**src/rtl/wb_excp_stage_pkg.sv**
```systemverilog
`default_nettype none
// ============================================================================
// Module      : wb_excp_stage_pkg
// Description : Shared definitions for the writeback / exception stage:
//               exception cause bit indices, ecode/subcode values, the
//               post-flush FSM encoding and the latched MEM->WB bundle type.
// Revision    : 1.0 - initial release
// ============================================================================
package wb_excp_stage_pkg;

  // Bit positions inside the ms_exc cause vector
  localparam int EXC_ADEF = 0;
  localparam int EXC_INE  = 1;
  localparam int EXC_SYS  = 2;
  localparam int EXC_BRK  = 3;
  localparam int EXC_ALE  = 4;

  // Exception codes as seen by the csr block
  localparam logic [5:0] ECODE_INT  = 6'h00;
  localparam logic [5:0] ECODE_ADEF = 6'h08;
  localparam logic [5:0] ECODE_ALE  = 6'h09;
  localparam logic [5:0] ECODE_SYS  = 6'h0B;
  localparam logic [5:0] ECODE_BRK  = 6'h0C;
  localparam logic [5:0] ECODE_INE  = 6'h0D;

  localparam logic [8:0] ESUBCODE_ADEF = 9'd0;
  localparam logic [8:0] ESUBCODE_NONE = 9'd0;

  // Post-flush FSM: KILL lasts exactly one cycle after a flush
  typedef enum logic [0:0] {
    ST_NORMAL = 1'b0,
    ST_KILL   = 1'b1
  } ws_state_e;

  // Latched copy of the MEM->WB bundle
  typedef struct packed {
    logic [31:0] pc;
    logic        rf_we;
    logic [4:0]  rf_waddr;
    logic [31:0] rf_wdata;
    logic        csr_we;
    logic [13:0] csr_num;
    logic [31:0] csr_wmask;
    logic [31:0] csr_wdata;
    logic        ertn;
    logic [4:0]  exc;
  } ws_bundle_t;

endpackage
`default_nettype wire

```
**src/rtl/wb_excp_stage_excp_arbiter.sv**
```systemverilog
`default_nettype none
// ============================================================================
// Module      : excp_arbiter
// Description : Combinational exception cause priority encoder.
//               Priority: INT > ADEF > INE > SYS > BRK > ALE.
// Ports       : valid_i     - WB stage holds an instruction
//               has_int_i   - interrupt pending
//               exc_i[4:0]  - synchronous cause vector
//               ex_any_o    - any cause is taken
//               ecode_o     - selected exception code
//               esubcode_o  - selected exception subcode
// Revision    : 1.0 - initial release
// ============================================================================
module excp_arbiter
  import wb_excp_stage_pkg::*;
(
  input  logic       valid_i,
  input  logic       has_int_i,
  input  logic [4:0] exc_i,
  output logic       ex_any_o,
  output logic [5:0] ecode_o,
  output logic [8:0] esubcode_o
);

  always_comb begin
    ex_any_o   = 1'b0;
    ecode_o    = ECODE_INT;
    esubcode_o = ESUBCODE_NONE;
    // A bubble never takes a cause, including a pending interrupt
    if (valid_i) begin
      ex_any_o = has_int_i | (|exc_i);
      if (has_int_i) begin
        ecode_o = ECODE_INT;
      end else if (exc_i[EXC_ADEF]) begin
        ecode_o    = ECODE_ADEF;
        esubcode_o = ESUBCODE_ADEF;
      end else if (exc_i[EXC_INE]) begin
        ecode_o = ECODE_INE;
      end else if (exc_i[EXC_SYS]) begin
        ecode_o = ECODE_SYS;
      end else if (exc_i[EXC_BRK]) begin
        ecode_o = ECODE_BRK;
      end else if (exc_i[EXC_ALE]) begin
        ecode_o = ECODE_ALE;
      end
    end
  end

endmodule
`default_nettype wire

```
**src/rtl/wb_excp_stage.sv**
```systemverilog
`default_nettype none
// ============================================================================
// Module      : wb_excp_stage
// Description : Writeback stage. Latches the MEM->WB bundle, arbitrates
//               exception causes plus the sampled interrupt, commits regfile
//               and CSR writes of non-excepting instructions, and raises a
//               one-cycle upstream flush with redirect target on exception
//               or ertn commit. The cycle after a flush is a KILL cycle in
//               which any arriving instruction is discarded.
// Ports       : clk/reset           - clock, synchronous active-high reset
//               ms_* / ms_to_ws_valid, ws_allowin - MEM->WB handshake+bundle
//               has_int, excp_pc, ertn_pc         - from csr
//               wb_ex, wb_ecode, wb_esubcode, wb_pc, ertn_flush,
//               csr_we, csr_wnum, csr_wmask, csr_wdata - to csr
//               rf_we, rf_waddr, rf_wdata         - to regfile
//               ws_flush, flush_target            - pipeline flush/redirect
// Config      : WB_DEBUG_TRACE_EN adds debug_wb_* golden-trace outputs.
// Revision    : 1.0 - initial release
// ============================================================================
module wb_excp_stage
  import wb_excp_stage_pkg::*;
#(
  parameter logic [31:0] RESET_PC = 32'h1c000000
) (
  input  logic        clk,
  input  logic        reset,
  // MEM->WB
  input  logic        ms_to_ws_valid,
  output logic        ws_allowin,
  input  logic [31:0] ms_pc,
  input  logic        ms_rf_we,
  input  logic [4:0]  ms_rf_waddr,
  input  logic [31:0] ms_rf_wdata,
  input  logic        ms_csr_we,
  input  logic [13:0] ms_csr_num,
  input  logic [31:0] ms_csr_wmask,
  input  logic [31:0] ms_csr_wdata,
  input  logic        ms_ertn,
  input  logic [4:0]  ms_exc,
  // CSR side
  input  logic        has_int,
  input  logic [31:0] excp_pc,
  input  logic [31:0] ertn_pc,
  output logic        wb_ex,
  output logic [5:0]  wb_ecode,
  output logic [8:0]  wb_esubcode,
  output logic [31:0] wb_pc,
  output logic        ertn_flush,
  output logic [3:0]  csr_we,
  output logic [13:0] csr_wnum,
  output logic [31:0] csr_wmask,
  output logic [31:0] csr_wdata,
  // Regfile and flush
  output logic        rf_we,
  output logic [4:0]  rf_waddr,
  output logic [31:0] rf_wdata,
  output logic        ws_flush,
  output logic [31:0] flush_target
`ifdef WB_DEBUG_TRACE_EN
  ,
  output logic [31:0] debug_wb_pc,
  output logic [3:0]  debug_wb_rf_we,
  output logic [4:0]  debug_wb_rf_wnum,
  output logic [31:0] debug_wb_rf_wdata
`endif
);

  ws_state_e  state_q;
  logic       ws_valid_q;
  logic       ws_valid_d;
  ws_bundle_t bundle_q;
  ws_bundle_t bundle_d;

  logic       ws_ready_go;
  logic       ex_any;
  logic       commit_ok;

  assign ws_ready_go = 1'b1;
  // In KILL ws_valid_q is always 0 (the flush cycle drops its offer), so
  // this also keeps allowin high through KILL.
  assign ws_allowin  = !ws_valid_q || ws_ready_go;

  // Offers coinciding with a flush, or arriving during KILL, are dropped
  assign ws_valid_d = ms_to_ws_valid && ws_allowin && !ws_flush
                      && (state_q == ST_NORMAL);

  always_comb begin
    bundle_d.pc        = ms_pc;
    bundle_d.rf_we     = ms_rf_we;
    bundle_d.rf_waddr  = ms_rf_waddr;
    bundle_d.rf_wdata  = ms_rf_wdata;
    bundle_d.csr_we    = ms_csr_we;
    bundle_d.csr_num   = ms_csr_num;
    bundle_d.csr_wmask = ms_csr_wmask;
    bundle_d.csr_wdata = ms_csr_wdata;
    bundle_d.ertn      = ms_ertn;
    bundle_d.exc       = ms_exc;
  end

  always_ff @(posedge clk) begin
    if (reset) begin
      state_q    <= ST_NORMAL;
      ws_valid_q <= 1'b0;
      bundle_q   <= '0;
    end else begin
      case (state_q)
        ST_NORMAL: if (ws_flush) state_q <= ST_KILL;
        ST_KILL:   state_q <= ST_NORMAL;
        default:   state_q <= ST_NORMAL;
      endcase
      ws_valid_q <= ws_valid_d;
      if (ws_valid_d) begin
        bundle_q <= bundle_d;
      end
    end
  end

  excp_arbiter u_excp_arbiter (
    .valid_i    (ws_valid_q),
    .has_int_i  (has_int),
    .exc_i      (bundle_q.exc),
    .ex_any_o   (ex_any),
    .ecode_o    (wb_ecode),
    .esubcode_o (wb_esubcode)
  );

  assign commit_ok    = ws_valid_q && !ex_any;

  assign wb_ex        = ws_valid_q && ex_any;
  assign ertn_flush   = commit_ok && bundle_q.ertn;
  assign ws_flush     = wb_ex || ertn_flush;
  assign flush_target = wb_ex ? excp_pc : ertn_pc;
  assign wb_pc        = ws_valid_q ? bundle_q.pc : RESET_PC;

  assign rf_we        = commit_ok && bundle_q.rf_we;
  assign rf_waddr     = bundle_q.rf_waddr;
  assign rf_wdata     = bundle_q.rf_wdata;

  assign csr_we       = {4{commit_ok && bundle_q.csr_we}};
  assign csr_wnum     = bundle_q.csr_num;
  assign csr_wmask    = bundle_q.csr_wmask;
  assign csr_wdata    = bundle_q.csr_wdata;

`ifdef WB_DEBUG_TRACE_EN
  assign debug_wb_pc       = wb_pc;
  assign debug_wb_rf_we    = {4{rf_we}};
  assign debug_wb_rf_wnum  = rf_waddr;
  assign debug_wb_rf_wdata = rf_wdata;
`endif

endmodule
`default_nettype wire
```
**config.mk**
```make
export PLATFORM = sky130hd
export DESIGN_NAME = wb_excp_stage
export DESIGN_NICKNAME = d
export VERILOG_FILES = /design/src/rtl/wb_excp_stage_pkg.sv /design/src/rtl/wb_excp_stage_excp_arbiter.sv /design/src/rtl/wb_excp_stage.sv
export SDC_FILE = /design/constraint.sdc
export NUM_CORES = 1
export LEC_CHECK = 0
export ABC_AREA = 1
export CELL_PAD_IN_SITES_DETAIL_PLACEMENT = 1
export CELL_PAD_IN_SITES_GLOBAL_PLACEMENT = 1
export CORE_ASPECT_RATIO = 1.75
export CORE_MARGIN = 1.5
export CORE_UTILIZATION = 30
export CTS_CLUSTER_SIZE = 12
export DETAILED_ROUTE_END_ITERATION = 8
export PLACE_DENSITY_LB_ADDON = 0.1
export SYNTH_ARGS = -nofsm -noshare
export SYNTH_HDL_FRONTEND = slang
export SYNTH_SLANG_ARGS = --single-unit
```
**constraint.sdc**
```tcl
create_clock -name clk -period 4.4 [get_ports clk]
set_input_delay 1.1 -clock clk [delete_from_list [all_inputs] [get_ports clk]]
set_output_delay 1.1 -clock clk [all_outputs]
set_load 0.05 [all_outputs]
```
==> qor.csv <==
metric,value,unit
deepest clock path buffer count,2,
peak supply drop,0.323,mV
Mean Syn Cell Area,5.96,µm²
CTS buffer count,17,
Die ar.,34100,µm²
Root Buffer,clkbuf_16,
global-route wire length before repair,54900,µm
Synth area leaders,"dfxtp_1, inv_1, nand2_1",
Lkg Pwr,7.74,nW
CP max FO,34,
Final Cycle Share,90.8,%
synthesis-to-finish area growth,39.9,%
Die X,140,µm
antenna violations before repair,5,
Rel. slew slack,41.2,%
final hold violation count,0,
Slew @ Worst Pin,882,ps
worst min path class,reg2reg,
max-cap violations,0,
1st-iter DRT viols,292,
postcts setup bufs,0,
RSZ-0062 raised after global routing,no,
vias in the first global route,10064,
WP data arrival,2900,ps
cells after synthesis,1657,
sequential area share after synthesis,31.8,%
status,"finished, final reports clean",
CTS tree,done,
ANT nets after route,0,
Total Wirelength,35000,µm
CTS sink count,157,
Power Dens Cells,357,nW/µm²
cells resized by post-CTS repair,0,
largest net degree at the start of global routing,157,
first-pass iteration count of the detailed router,4,
R2R setup slack,1510,ps
Ports,426,
worst skew pair latency,450,ps
nets,2112,
worst stage delay on the critical path,490,ps
WL/cell,15.2,µm
Placer Congestion,0.908,
critical path endpoint category,output port,
Worst path slowest cell,clkdlybuf4s50_1,
H-tree depth,4,
hold_buf cts,0,
routed vias/inst,4.30,
Core Box Area,32300,µm²
global-route usage over all layers,20.6,%
Hold Slack,489,ps
Via Count,9903,
num rows,87,
synth warn,0,
Yosys top cell area share,31.8,%
Syn Std Cell Area,9880,µm²
Final min period,4000,ps
crit path cell chain,clkdlybuf4s50_1 > inv_1 > nand4_1 > nand2_8 > clkinv_1 > buf_4 > nand2_1 > nand2_1 > buf_4,
"Setup violations, final",0,
Worst setup SP type,primary input,
DR DRC count,0,
clk_skew,13.1,ps
WS Path Type,in2out,
layout cell share with drive strength beyond 1,4.94,%
cell accounting for the most synthesized area,dfxtp_1,
IO buf count,413,
f_max,250,MHz
grt total ovfl,0,
Initial Utilization,30.6,%
Seq cells post-synth,157,
max-slew violations,0,
"Req. time, crit path",3300,ps
Util after Layout,42.8,%
setup TNS,0,ps
distinct cell type count after synthesis,21,
Clock transition at path regs,70,ps
die height,243,µm
Post-DP HPWL,24500,µm
## critical path, delay by kind of cell
family | cells | cell delay [ps]
and+or+nand+nor | 4 | 610
buffers and inverters | 5 | 1160
## layout by cell type, fill, tap and decap left out, drive strengths merged, types with 4 or more instances in the layout
master         count
inv              502
nand2            441
clkdlybuf4s50    371
nor2             163
dfxtp            157
nand4            156
buf               57
clkbuf            20
conb              12
clkinvlp           5
diode              4
bufinv             4
## path summary, 6_finish.rpt
path | start | cells past startpoint | endpoint
hold / removal | state_q | 1 | state_q
setup / recovery | has_int | 9 | flush_target[14]
hold reg to reg | state_q | 1 | state_q
setup reg to reg | bundle_q[1] | 8 | rf_waddr[1]
## logic make-up after synthesis
| logic type | after synthesis | share of synthesized area [%] |
|---|---|---|
| buffers and inverters | 728 | 34.7 |
| AO/OA/AOI/OAI | 4 | 0.202 |
| AND/OR/NAND/NOR | 766 | 33.2 |
| flip-flops | 157 | 31.8 |
| other | 2 | 0.0760 |
## metrics by stage
| step | total power [mW] | setup slack, ps | instances | instance area [µm²] |
|---|---|---|---|---|
| final | 4.94 | 404 | 2305 | 13800 |
| after global routing | 5.22 | 259 | 2305 | 13800 |
| after CTS | 5.03 | 400 | 2301 | 13800 |
| after detailed placement | 3.39 | 403 | 2270 | 13200 |
| after global placement | 3.36 | 449 | 2270 | 13200 |
| after floorplan | 2.90 | 415 | 1667 | 9920 |
## final cells by class
cell class,instances,area [µm²]
multi-input combinational,782,3390
sequential,157,3140
timing repair buffer,428,4280
fill,4243,18500
clock inverter,11,168
antenna,4,10.0
clock buffer,20,447
inverter,503,1890
tap,400,500
## state kept, by name, indices dropped and copies added (netlist names)
name	cells
rf_wdata	32
state_q	1
csr_wmask	32
ws_valid_q	1
bundle_q	40
csr_wdata	32
csr_wnum	14
rf_waddr	5
## metal layers
layer | part of all wire, % | vias up | wire length (µm) | track usage (%)
met2 | 49 | 260 | 17200 | 35.4
li1 | - | 5043 | - | -
met5 | 0.037 | - | 13 | 0
met1 | 42 | 4558 | 14700 | 23.9
met3 | 6.5 | 40 | 2280 | 5.84
met4 | 2.6 | 2 | 926 | 8.30
## report_power, final
part	leakage [nW]	internal [mW]	switching [mW]	total, mW
sequential	1.30	1.56	0.0743	1.64
combinational	6.15	0.613	1.09	1.70
clock	0.284	0.959	0.639	1.60
## synth_stat cells, drive strengths merged
cell,instances
nor2,163
buf,193
nand2,441
nor3,3
nand3,2
clkbuf,32
inv,502
a21oi,3
conb,2
dfxtp,157
nand4,156
o21ai,1
clkinv,1
and3,1
No activity file was read; power rests on OpenSTA's default activity.
